## src/rtl/fifo_lvl.sv

```systemverilog
// Synchronous first-word-fall-through FIFO with an occupancy count, programmable
// almost-full/almost-empty thresholds and sticky overflow/underflow flags.
module fifo_lvl #(
  parameter int WIDTH    = 8,
  parameter int DEPTH    = 16,
  localparam int PTR_BITS = $clog2(DEPTH),
  localparam int CNT_BITS = PTR_BITS + 1
) (
  input  logic                clk,
  input  logic                rstn,
  input  logic                clr,
  input  logic [WIDTH-1:0]    din,
  input  logic                w,
  input  logic                r,
  output logic [WIDTH-1:0]    dout,
  input  logic [CNT_BITS-1:0] af_thr,
  input  logic [CNT_BITS-1:0] ae_thr,
  output logic [CNT_BITS-1:0] level,
  output logic                full,
  output logic                empty,
  output logic                almost_full,
  output logic                almost_empty,
  output logic                overflow,
  output logic                underflow
);

  logic [WIDTH-1:0]    mem [DEPTH];
  logic [PTR_BITS-1:0] wptr;
  logic [PTR_BITS-1:0] rptr;
  logic                push;
  logic                pop;

  assign full  = (level == CNT_BITS'(DEPTH));
  assign empty = (level == '0);

  // A write into a full FIFO still succeeds when the same edge pops a word.
  assign push = w & (~full | r);
  assign pop  = r & ~empty;

  assign almost_full  = (level >= af_thr);
  assign almost_empty = (level <= ae_thr);

  assign dout = mem[rptr];

  // Storage carries no reset; contents are only meaningful below level.
  always_ff @(posedge clk) begin
    if (push && !clr) begin
      mem[wptr] <= din;
    end
  end

  always_ff @(posedge clk or negedge rstn) begin
    if (!rstn) begin
      wptr      <= '0;
      rptr      <= '0;
      level     <= '0;
      overflow  <= 1'b0;
      underflow <= 1'b0;
    end else if (clr) begin
      wptr      <= '0;
      rptr      <= '0;
      level     <= '0;
      overflow  <= 1'b0;
      underflow <= 1'b0;
    end else begin
      if (push) begin
        wptr <= wptr + PTR_BITS'(1);
      end
      if (pop) begin
        rptr <= rptr + PTR_BITS'(1);
      end
      case ({push, pop})
        2'b10:   level <= level + CNT_BITS'(1);
        2'b01:   level <= level - CNT_BITS'(1);
        default: level <= level;
      endcase
      if (w && full && !r) begin
        overflow <= 1'b1;
      end
      if (r && empty) begin
        underflow <= 1'b1;
      end
    end
  end

endmodule
```

## config.mk

```make
export PLATFORM = sky130hd
export DESIGN_NAME = fifo_lvl
export DESIGN_NICKNAME = d
export VERILOG_FILES = /design/src/rtl/fifo_lvl.sv
export SDC_FILE = /design/constraint.sdc
export NUM_CORES = 1
export LEC_CHECK = 0
export BUFFER_PORTS_ARGS = -buffer_cell sky130_fd_sc_hd__buf_2
export CORE_UTILIZATION = 35
export DETAILED_ROUTE_END_ITERATION = 7
export HOLD_SLACK_MARGIN = 0.02
export PLACE_DENSITY_LB_ADDON = 0.15
export SLEW_MARGIN = 5
export SYNTH_ARGS = -nofsm -noshare
export SYNTH_HDL_FRONTEND = slang
export SYNTH_SLANG_ARGS = --single-unit
```

## constraint.sdc

```tcl
create_clock -name clk -period 6.65 [get_ports clk]
set_input_delay 0.665 -clock clk [delete_from_list [all_inputs] [get_ports clk]]
set_output_delay 0.665 -clock clk [all_outputs]
set_load 0.005 [all_outputs]
```

## Word level (Yosys, flattened, before mapping)

Memory sizes are Yosys's and may differ from the RTL's.
Index checks and enable logic that the tools add are counted.

| operators by class | value |
|---|---|
| $add $sub $neg | 4 |
| magnitude comparators | 2 |
| equality and inequality tests | 3 |
| multiplexer cells | 12 |
| bitwise logic cells | 5 |
| reductions and logical operators | 12 |

Operators with widths:

| kind | count |
|---|---|
| two-way mux 4 bit | 4 |
| case mux 5 bit (2 select lines) | 1 |
| adder 4 x 1 -> 4 bit, second input constant | 2 |
| nonzero test 2 bit | 4 |
| two-way mux 1 bit | 6 |
| adder 5 x 1 -> 5 bit, second input constant | 1 |
| equality test 5 bit, second input constant | 1 |
| >= comparator 5 bit | 1 |
| <= comparator 5 bit | 1 |
| zero test 5 bit | 1 |
| two-way mux 5 bit | 1 |
| subtractor 5 x 1 -> 5 bit, second input constant | 1 |
| logical AND 1 bit | 4 |
| nonzero test 3 bit | 1 |
| AND 1 bit | 2 |
| equality test 2 x 1 -> 1 bit, second input constant | 1 |
| equality test 2 bit, second input constant | 1 |
| zero test 1 bit | 2 |
| inverter 1 bit | 2 |
| OR 1 bit | 1 |

| storage, ports and cells | value |
|---|---|
| flip-flop bits (word level) | 15 |
| RAM bits | 128 |
| input port bits | 23 |
| word-level logic and storage cells | 44 |
| memories | 1 |

Memory list:

| memory | depth | bits a word | rd ports | clocked after Yosys merged registers in | write ports | line | source |
|---|---|---|---|---|---|---|---|
| mem | 16 | 8 | 1 | 0 | 1 | 27 | `logic [WIDTH-1:0] mem [DEPTH];` |

## Logic depth before layout (Yosys ltp)

Gate-level depths: netlist of the first run.

| logic depth | value |
|---|---|
| depth in word-level cells | 7 |
| depth in mapped cells | 9 |

## Worst setup path after synthesis of the first run

No wires, ideal clock.

| path | value |
|---|---|
| path kind | flip-flop to output port |
| start point | register rptr[0] |
| end point | output port dout[0] |
| arrival time | 1.964 ns |
| slack | 4.021 ns |
| stages on the path, launching flop included | 5 |
| buffers on the path | 2 |
| path through | dfrtp_1 > clkbuf_1 > buf_2 > mux4_2 > mux4_2 |

| on the way | value |
|---|---|
| cells in the longest elaborated chain, start to end | 1 |

Ends and longest elaborated chain:

| element | line | source |
|---|---|---|
| from (decl) | 29 | `logic [PTR_BITS-1:0] rptr;` |
| from (signal assigned) | 70 | `rptr <= rptr + PTR_BITS'(1);` |
| memory read (16 x 8 bit) | - |  |
| to (decl) | 15 | `output logic [WIDTH-1:0] dout,` |

Every way passes these cells.

## Worst setup path in the final report of the first run

Ends and elaborated chain as after synthesis.

==> results of run 1 <==
[routing by layer]
| metal | vias to the layer above | GRT usage [%] | part of all wire (%) |
|---|---|---|---|
| met4 | 2 | 5.68 | 1.1 |
| met3 | 11 | 3.61 | 5.2 |
| met5 | - | 0 | 0.13 |
| met2 | 62 | 24.1 | 49 |
| met1 | 1581 | 21.1 | 45 |
| li1 | 1411 | - | - |
[cell families (layout without fill, tap and decap cells)]
group / Yosys count / in the layout / share of synthesized area (%)
buffers and inverters: 29 / 94 / 2.00
AO/OA/AOI/OAI: 26 / 26 / 2.93
AND/OR/NAND/NOR: 65 / 65 / 5.35
XOR/XNOR: 7 / 7 / 1.01
flip-flops: 143 / 143 / 69.6
multiplexers: 44 / 44 / 15.6
adder cells (fa/ha/maj): 17 / 17 / 3.51
[cell type report]
class                      count  area [µm²]
fill                        1521        9640
sequential                   143        4220
timing repair buffer          47         250
clock buffer                  21         440
tap                          220         275
inverter                      15        56.3
multi-input combinational    159        1720
clock inverter                11         164
[worst max path at each step]
stage	start	endpoint	slack [ns]	cells after the start
finish	rptr[0]	dout[0]	3.23	4
global route	rptr[0]	dout[0]	3.08	4
CTS	rptr[0]	dout[0]	3.17	4
detailed placement	rptr[0]	dout[0]	3.61	4
global placement	rptr[0]	dout[0]	3.63	4
floorplan	rptr[0]	dout[0]	4.02	4
[sequential cells by signal (all words and copies together), names as in the netlist]
name       flops
underflow      1
rptr           4
level          5
wptr           4
mem          128
overflow       1
[cell usage in the layout (no fill, tap or decap), drive strengths merged, types with 2 or more instances in the layout]
cell	instances
nor2b	3
nand2b	2
buf	47
a21oi	10
mux4	40
clkinv	5
xor2	4
edfxtp	128
dfrtp	15
clkbuf	21
o21ai	5
nor2	38
inv	16
bufinv	4
nand4	2
nand2	7
nand3	2
or3	5
xnor2	3
mux2i	3
o21a	3
ha	17
[per-stage QoR]
stage	cells	instance area, µm²	hold slack, ns
after floorplan	331	6060	0.369
after global placement	584	6520	0.487
after detailed placement	584	6520	0.502
after CTS	616	7120	0.150
after global routing	616	7120	0.161
final	616	7120	0.147
[power by group through the flow]
stage	clock, mW	sequential [mW]	combinational [mW]
2_1_floorplan	0	1.05	0.370
3_3_place_gp	0	1.07	0.468
3_5_place_dp	0	1.07	0.475
4_1_cts	0.980	1.06	0.477
5_1_grt	1.02	1.06	0.521
6_report	0.968	1.06	0.469
==> impl_metrics.toml, run 1 <==
[pwr]
p_int_mw = 1.87
total_power_mw = 2.49
power_density_nw_per_um2 = 350
switching_share_pct = 24.9
p_clk_share_pct = 38.8
p_leak_nw = 2.46
comb_power_share_pct = 18.8
power_frac_seq_pct = 42.4
ir_worst_vdd_mv = 0.198
power.switching_mw = 0.621

[clock_network]
insertion_delay_ns = 0.41
holdBufCountCts = 0
cts_inserted_buffers = 17
clock-sinks = 143
cts_buffer_depth = 2
cts_tree = "yes"
cts_resized = 0
cts-root-buf = "clkbuf_16"
htreeDepth = 4
clk_pin_slew_ns = 0.06
post_cts.repair.setup_buffers = 0

[global_routing]
grt_max_degree = 36
grt_pass1_wl_um = 19500
grtUsageTotal_pct = 15.5
antenna_found_initial = 1
overflow = 0
grt_pass1_vias = 3128

[floorplan]
num_rows = 47
core_area_um2 = 16800
floorplan.die.width_um = 134
io_pins = 42
floorplan.initialDensity_pct = 36.1
die_area_um2 = 17800
die_h_um = 134

[logic_synthesis]
synth_edf_count = 128
netlist.area_leader.share_pct = 63.4
syn_inst = 331
synth_area_per_cell_um2 = 18.3
yosys.area.top_type = "edfxtp_1"
yosysMostFrequentCell = "edfxtp_1"
syn-cell-area_um2 = 6060
synthFlopType = "edfxtp_1"
ys_seq_elements = 143
netlist-cell-type-count = 42
synth_commonest_cells = "edfxtp_1 (128), mux4_2 (40), nor2_1 (37), ha_1 (17)"
synth-async-reset-ratio_pct = 10.5
synth_area_leaders = "edfxtp_1 (63%), mux4_2 (15%), dfrtp_1 (6.2%), ha_1 (3.5%), nor2_1 (2.3%)"
yosysSeqAreaShare_pct = 69.6
yosys_warnings = 0
syn_nets = 371

[timing]
fin_tns_setup_ns = 0
tightest_slew_ns = 1.21
finalCritPeriodShare_pct = 51.4
skew_ns = 0.0112
slew_violations = 0
setup_ws_ns = 3.23
rsz0062_at_grt = "no"
hold_viol = 0
slew_headroom_pct = 19.0
setup_violations = 0
fin_crit_ns = 3.42
max_freq_ghz = 0.293

[routing]
vias = 3067
postRouteAntennaNets = 0
wl_per_cell_um = 20.5
drt_first_iter_violations = 219
drt_first_pass_iters = 5
via_per_inst = 4.98
routed_wl_um = 12600
drc = 0

[finish]
fin_util_pct = 42.5
layout-drive-gt1-share_pct = 32.3
fin_nets = 423
diodes = 0
syn_to_final_growth_pct = 17.6

[setup_path]
end_kind = "primary output"
crit_type = "reg -> out"
critical_path.most_common_cell = "mux4_2"
cp-start-kind = "flop"
cp_data_required_time_ns = 5.98
cp_slowest_cell = "dfrtp_2"
path_cells = "buf_4 -> mux4_2 -> mux4_2 -> buf_2"
timing.rr.start = "level[2]"
path_max_fanout = 24
cp_top_family = "multiplexers"
worstPathArrival_ns = 2.75
reg2reg_to = "mem[2][6]"
crit_buf_inv = 2
reg2reg_slack_ns = 3.77
slowest_delay_ns = 0.59
r2r_cells = 4

[place]
dpl.hpwl_um = 7840
io_buffer_count = 41
place_ws_ns = 3.61
place.gp.congestion = 0.724

[status]
status = "finished, final reports clean"

[flow_run]
drv_cap = 0

[worst_hold_path]
min_path_type = "in -> async"
Power figures use the tool's default switching activity.
==> run 2: changes to the inputs <==
==> constraint.sdc (replaced) <==
create_clock -name clk -period 2.85 [get_ports clk]
set_input_delay 0.285 -clock clk [delete_from_list [all_inputs] [get_ports clk]]
set_output_delay 0.285 -clock clk [all_outputs]
set_load 0.005 [all_outputs]
==> run 2 against run 1 <==
Compared with the run above: cell count increased by 0.32%; total power increased by 140%; clock power rose by 130%; critical endpoint is now level[4]; design area increased by 0.44%; global-route usage down 0.43 points; non-clock buffer count is 2 higher; sequential power up 130%; sequential cell count unchanged; core utilization increased by 0.19 points; die area stayed put.
==> impl_metrics.toml, run 2 (same netlist as run 1, synthesis figures left out) <==
[clock_network]
clk_pin_slew_ns = 0.06
cts_tree = "yes"
insertion_delay_ns = 0.42
cts_buffer_depth = 2
cts-root-buf = "clkbuf_16"
htreeDepth = 4
clock-sinks = 143
cts_inserted_buffers = 17
post_cts.repair.setup_buffers = 0

[timing]
hold_viol = 0
finalCritPeriodShare_pct = 92.8
slew_headroom_pct = 36.3
rsz0062_at_grt = "no"
tightest_slew_ns = 0.952
setup_violations = 0
skew_ns = 0.00695
fin_crit_ns = 2.64
max_freq_ghz = 0.378
slew_violations = 0
fin_tns_setup_ns = 0

[finish]
largest_reg_flops = 128
layout-drive-gt1-share_pct = 32.9
layout.filler_cells = 1483
layout_commonest_cell = "edfxtp_1"
syn_to_final_growth_pct = 18.1
final_area_um2 = 7160
diodes = 0
regMostFlops = "mem"
fin_nets = 425
top_regs = "mem x128, level x5"
mostFrequentLayoutCells = "edfxtp_1 (128), buf_2 (41), mux4_2 (40)"

[floorplan]
die_area_um2 = 17800
io_pins = 42
die_h_um = 134
num_rows = 47
floorplan.die.width_um = 134
floorplan.initialDensity_pct = 36.1
core_area_um2 = 16800

[place]
dpl.hpwl_um = 8040
placed_area_um2 = 6550
io_buffer_count = 41
place.gp.congestion = 0.790

[routing]
drt_first_pass_iters = 4
wl_per_cell_um = 19.6
routed_wl_um = 12100
drt_first_iter_violations = 165
vias = 3120
via_per_inst = 5.05
drc = 0
postRouteAntennaNets = 0

[setup_path]
cp_slowest_cell = "nor4_2"
timing.rr.start = "level[0]"
cp-start-kind = "flop"
crit_buf_inv = 0
cp_top_family = "simple AND/OR/NAND/NOR gates"
worstSetupStartpoint = "level[0]"
slowest_delay_ns = 0.47
path_cells = "nor4_2 -> nor3_1 -> a21o_2 -> ha_1 -> or3_2 -> a21oi_1 -> mux2i_1 -> or3_1 -> a21oi_1"
path_max_fanout = 7
cp_data_required_time_ns = 3.19
end_kind = "flop"
critical_path.most_common_cell = "a21oi_1"
reg2reg_slack_ns = 0.21
crit_type = "reg -> reg"
worstPathArrival_ns = 2.99

[status]
status = "finished, final reports clean"

[global_routing]
grtUsageTotal_pct = 15.0
grt_pass1_vias = 3295
overflow = 0
antenna_found_initial = 0
grt_pass1_wl_um = 19400
grt_max_degree = 36

[pwr]
p_leak_nw = 2.47
power_density_nw_per_um2 = 823
ir_worst_vdd_mv = 0.495
total_power_mw = 5.89

[flow_run]
drv_cap = 0

[worst_hold_path]
min_path_type = "in -> reg"
min-delay-start = "clr"
run 2: worst reg2reg max path: cells and delay by family, from the launching register on:
family	cells	cell delay, ns
AOI/OAI and AO/OA	3	0.49
DFF	1	0.46
and+or+nand+nor	4	1.31
muxes	1	0.09
adders and majority gates	1	0.22
run 2: where the power goes:
group          leakage [nW]  internal (mW)  switching, mW
combinational         0.827          0.623          0.650
clock                 0.290           1.37          0.844
sequential             1.36           2.35         0.0529
run 2: area by class of cell:
| type | instances | area (µm²) | area share, % |
|---|---|---|---|
| multi-input combinational | 159 | 1720 | 24.0 |
| clock inverter | 15 | 168 | 2.34 |
| timing repair buffer | 49 | 293 | 4.09 |
| clock buffer | 17 | 425 | 5.95 |
| inverter | 15 | 56.3 | 0.787 |
| sequential | 143 | 4220 | 59.0 |
| tap | 220 | 275 | 3.85 |
run 2: per-stage QoR:
stage	utilization, %	hold slack (ns)	instances	setup WS (ns)
3_5_place_dp	39.1	0.241	585	0.219
2_1_floorplan	-	-0.0106	331	0.293
5_1_grt	42.7	0.156	618	0.0610
6_report	42.7	0.148	618	0.206
4_1_cts	42.7	0.143	618	0.202
3_3_place_gp	39.1	0.240	585	0.334
run 2: timing repair:
action / in CTS / in global routing
gates resized for setup: 0 / 0
hold endpoints to repair: 15 / 0
hold buffers: 1 / 0
run 2: final timing paths:
| kind | to | depth (start not counted) |
|---|---|---|
| min in group asynchronous | level[1] | 2 |
| worst min-delay path | wptr[1] | 2 |
| worst max-delay path | level[4] | 9 |
| worst max register to register | level[4] | 9 |
| worst min register to register | overflow | 2 |
| max in group asynchronous | rptr[0] | 2 |
run 2: routing by layer:
layer	up-vias	wire (µm)	global-route usage [%]
met3	15	374	3.50
li1	1423	-	-
met1	1622	5710	20.5
met4	0	145	5.30
met5	-	0	0
met2	60	5860	23.6
==> run 3: changes to the inputs <==
--- a/config.mk
+++ b/config.mk
@@ -5,7 +5,7 @@
 export SDC_FILE = /design/constraint.sdc
 export NUM_CORES = 1
 export LEC_CHECK = 0
-export BUFFER_PORTS_ARGS = -buffer_cell sky130_fd_sc_hd__buf_2
+export BUFFER_PORTS_ARGS = -buffer_cell sky130_fd_sc_hd__buf_4
 export CORE_UTILIZATION = 35
 export DETAILED_ROUTE_END_ITERATION = 7
 export HOLD_SLACK_MARGIN = 0.02
==> run 3 against run 2 <==
Compared with the run above: first-iteration DRC count fell by 21%; sequential share of layout area is 1.1 points lower; global-route usage decreased by 0.14 points; cell count decreased by 0.16%; sequential power about the same; clock-buffer cell count up 1; via count is 0.83% lower; non-clock buffer count is 1 lower; fmax shrank 1.1%; clock skew increased by 0.0017 ns; die area is the same; clock power rose by 8%.
==> impl_metrics.toml, run 3 (same netlist as run 1, synthesis figures left out) <==
[timing]
setup_violations = 0
slew_violations = 0
finalCritPeriodShare_pct = 93.8
hold_viol = 0
rsz0062_at_grt = "no"
max_freq_ghz = 0.374
fin_tns_setup_ns = 0
slew_headroom_pct = 38.9
fin_crit_ns = 2.67
skew_ns = 0.00865
tightest_slew_ns = 0.913

[flow_run]
drv_cap = 0

[place]
io_buffer_count = 41
place.gp.congestion = 0.755
dpl.hpwl_um = 8070

[setup_path]
worstPathArrival_ns = 3.02
critical_path.most_common_cell = "a21oi_1"
path_cells = "nor4_2 -> nor3_1 -> a21o_2 -> ha_1 -> or3_2 -> a21oi_1 -> mux2i_1 -> or3_1 -> a21oi_1"
end_kind = "flop"
r2r_cells = 9
timing.rr.start = "level[0]"
slowest_delay_ns = 0.47
reg2reg_to = "level[4]"
crit_type = "reg -> reg"
cp_slowest_cell = "nor4_2"
reg2reg_slack_ns = 0.18
cp_top_family = "simple AND/OR/NAND/NOR gates"
crit_buf_inv = 0
endpoint = "level[4]"
worstSetupStartpoint = "level[0]"
worstSetupPathDepth = 9
cp_data_required_time_ns = 3.19
cp-start-kind = "flop"
path_max_fanout = 7

[global_routing]
grt_pass1_vias = 3289
overflow = 0
antenna_found_initial = 0
grtUsageTotal_pct = 14.9
grt_pass1_wl_um = 19000
grt_max_degree = 36

[clock_network]
cts_tree = "yes"
holdBufCountCts = 1
insertion_delay_ns = 0.42
clk_pin_slew_ns = 0.06
cts-root-buf = "clkbuf_16"
post_cts.repair.setup_buffers = 0
cts_buffer_depth = 2
htreeDepth = 4
cts_inserted_buffers = 17
cts_resized = 0
clock-sinks = 143

[finish]
mostFrequentLayoutCells = "edfxtp_1 (128), buf_4 (45), mux4_2 (40)"
diodes = 0
layout_commonest_cell = "edfxtp_1"
fin_nets = 424
layout-drive-gt1-share_pct = 32.7
multi_input_area_um2 = 1720
layout.filler_cells = 1480
regMostFlops = "mem"
syn_to_final_growth_pct = 20.4
top_regs = "mem x128, level x5"
largest_reg_flops = 128
register_area_um2 = 4220

[routing]
wl_per_cell_um = 19.6
routed_wl_um = 12100
drt_first_iter_violations = 130
postRouteAntennaNets = 0
vias = 3094
drc = 0
drt_first_pass_iters = 4
via_per_inst = 5.01

[pwr]
total_power_mw = 6.12
p_leak_nw = 2.52
power_density_nw_per_um2 = 839
ir_worst_vdd_mv = 0.452

[worst_hold_path]
min_path_type = "in -> reg"

[floorplan]
num_rows = 47
floorplan.initialDensity_pct = 36.1
floorplan.die.width_um = 134
die_area_um2 = 17800
core_area_um2 = 16800
io_pins = 42
die_h_um = 134

[status]
status = "finished, final reports clean"
run 3: worst min-delay path, cell delays in order:
cell     delay, ns
buf_4         0.11
a21oi_1       0.06
nor2_1        0.08
run 3: how the worst min path moves through the flow:
stage | start | to | depth (start not counted)
after floorplan | rstn | level[0] | 0
after global placement | rstn | level[0] | 1
after detailed placement | rstn | level[0] | 1
after CTS | r | underflow | 3
after global routing | r | underflow | 3
final | r | underflow | 3
run 3: area by class of cell:
type                            instances  share of cell area [%]
Multi-Input combinational cell        159                    23.5
Tap cell                              220                    3.77
Clock buffer                           18                    5.88
Sequential cell                       143                    57.8
Clock inverter                         14                    2.88
Timing Repair Buffer                   48                    5.32
Inverter                               15                   0.772
run 3: per-layer routing:
layer | global-route usage, % | up-vias | part of all wire (%)
li1 | - | 1415 | -
met3 | 3.73 | 18 | 3.7
met2 | 23.0 | 64 | 48
met4 | 6.06 | 0 | 1.6
met5 | 0 | - | 0
met1 | 20.1 | 1597 | 47
run 3: stage by stage:
stage / hold WS, ns / std cells / util (%) / setup slack [ns] / cell area, µm²
6_report: 0.170 / 617 / 43.5 / 0.176 / 7300
5_1_grt: 0.172 / 617 / 43.5 / 0.0338 / 7300
4_1_cts: 0.155 / 617 / 43.5 / 0.169 / 7300
3_5_place_dp: 0.174 / 584 / 39.7 / 0.232 / 6650
3_3_place_gp: 0.169 / 584 / 39.7 / 0.317 / 6650
2_1_floorplan: -0.0106 / 331 / - / 0.293 / 6060
run 3: report_power, final:
part | total [mW] | switching (mW) | internal [mW]
combinational | 1.33 | 0.653 | 0.680
clock | 2.39 | 0.836 | 1.55
sequential | 2.40 | 0.0533 | 2.35
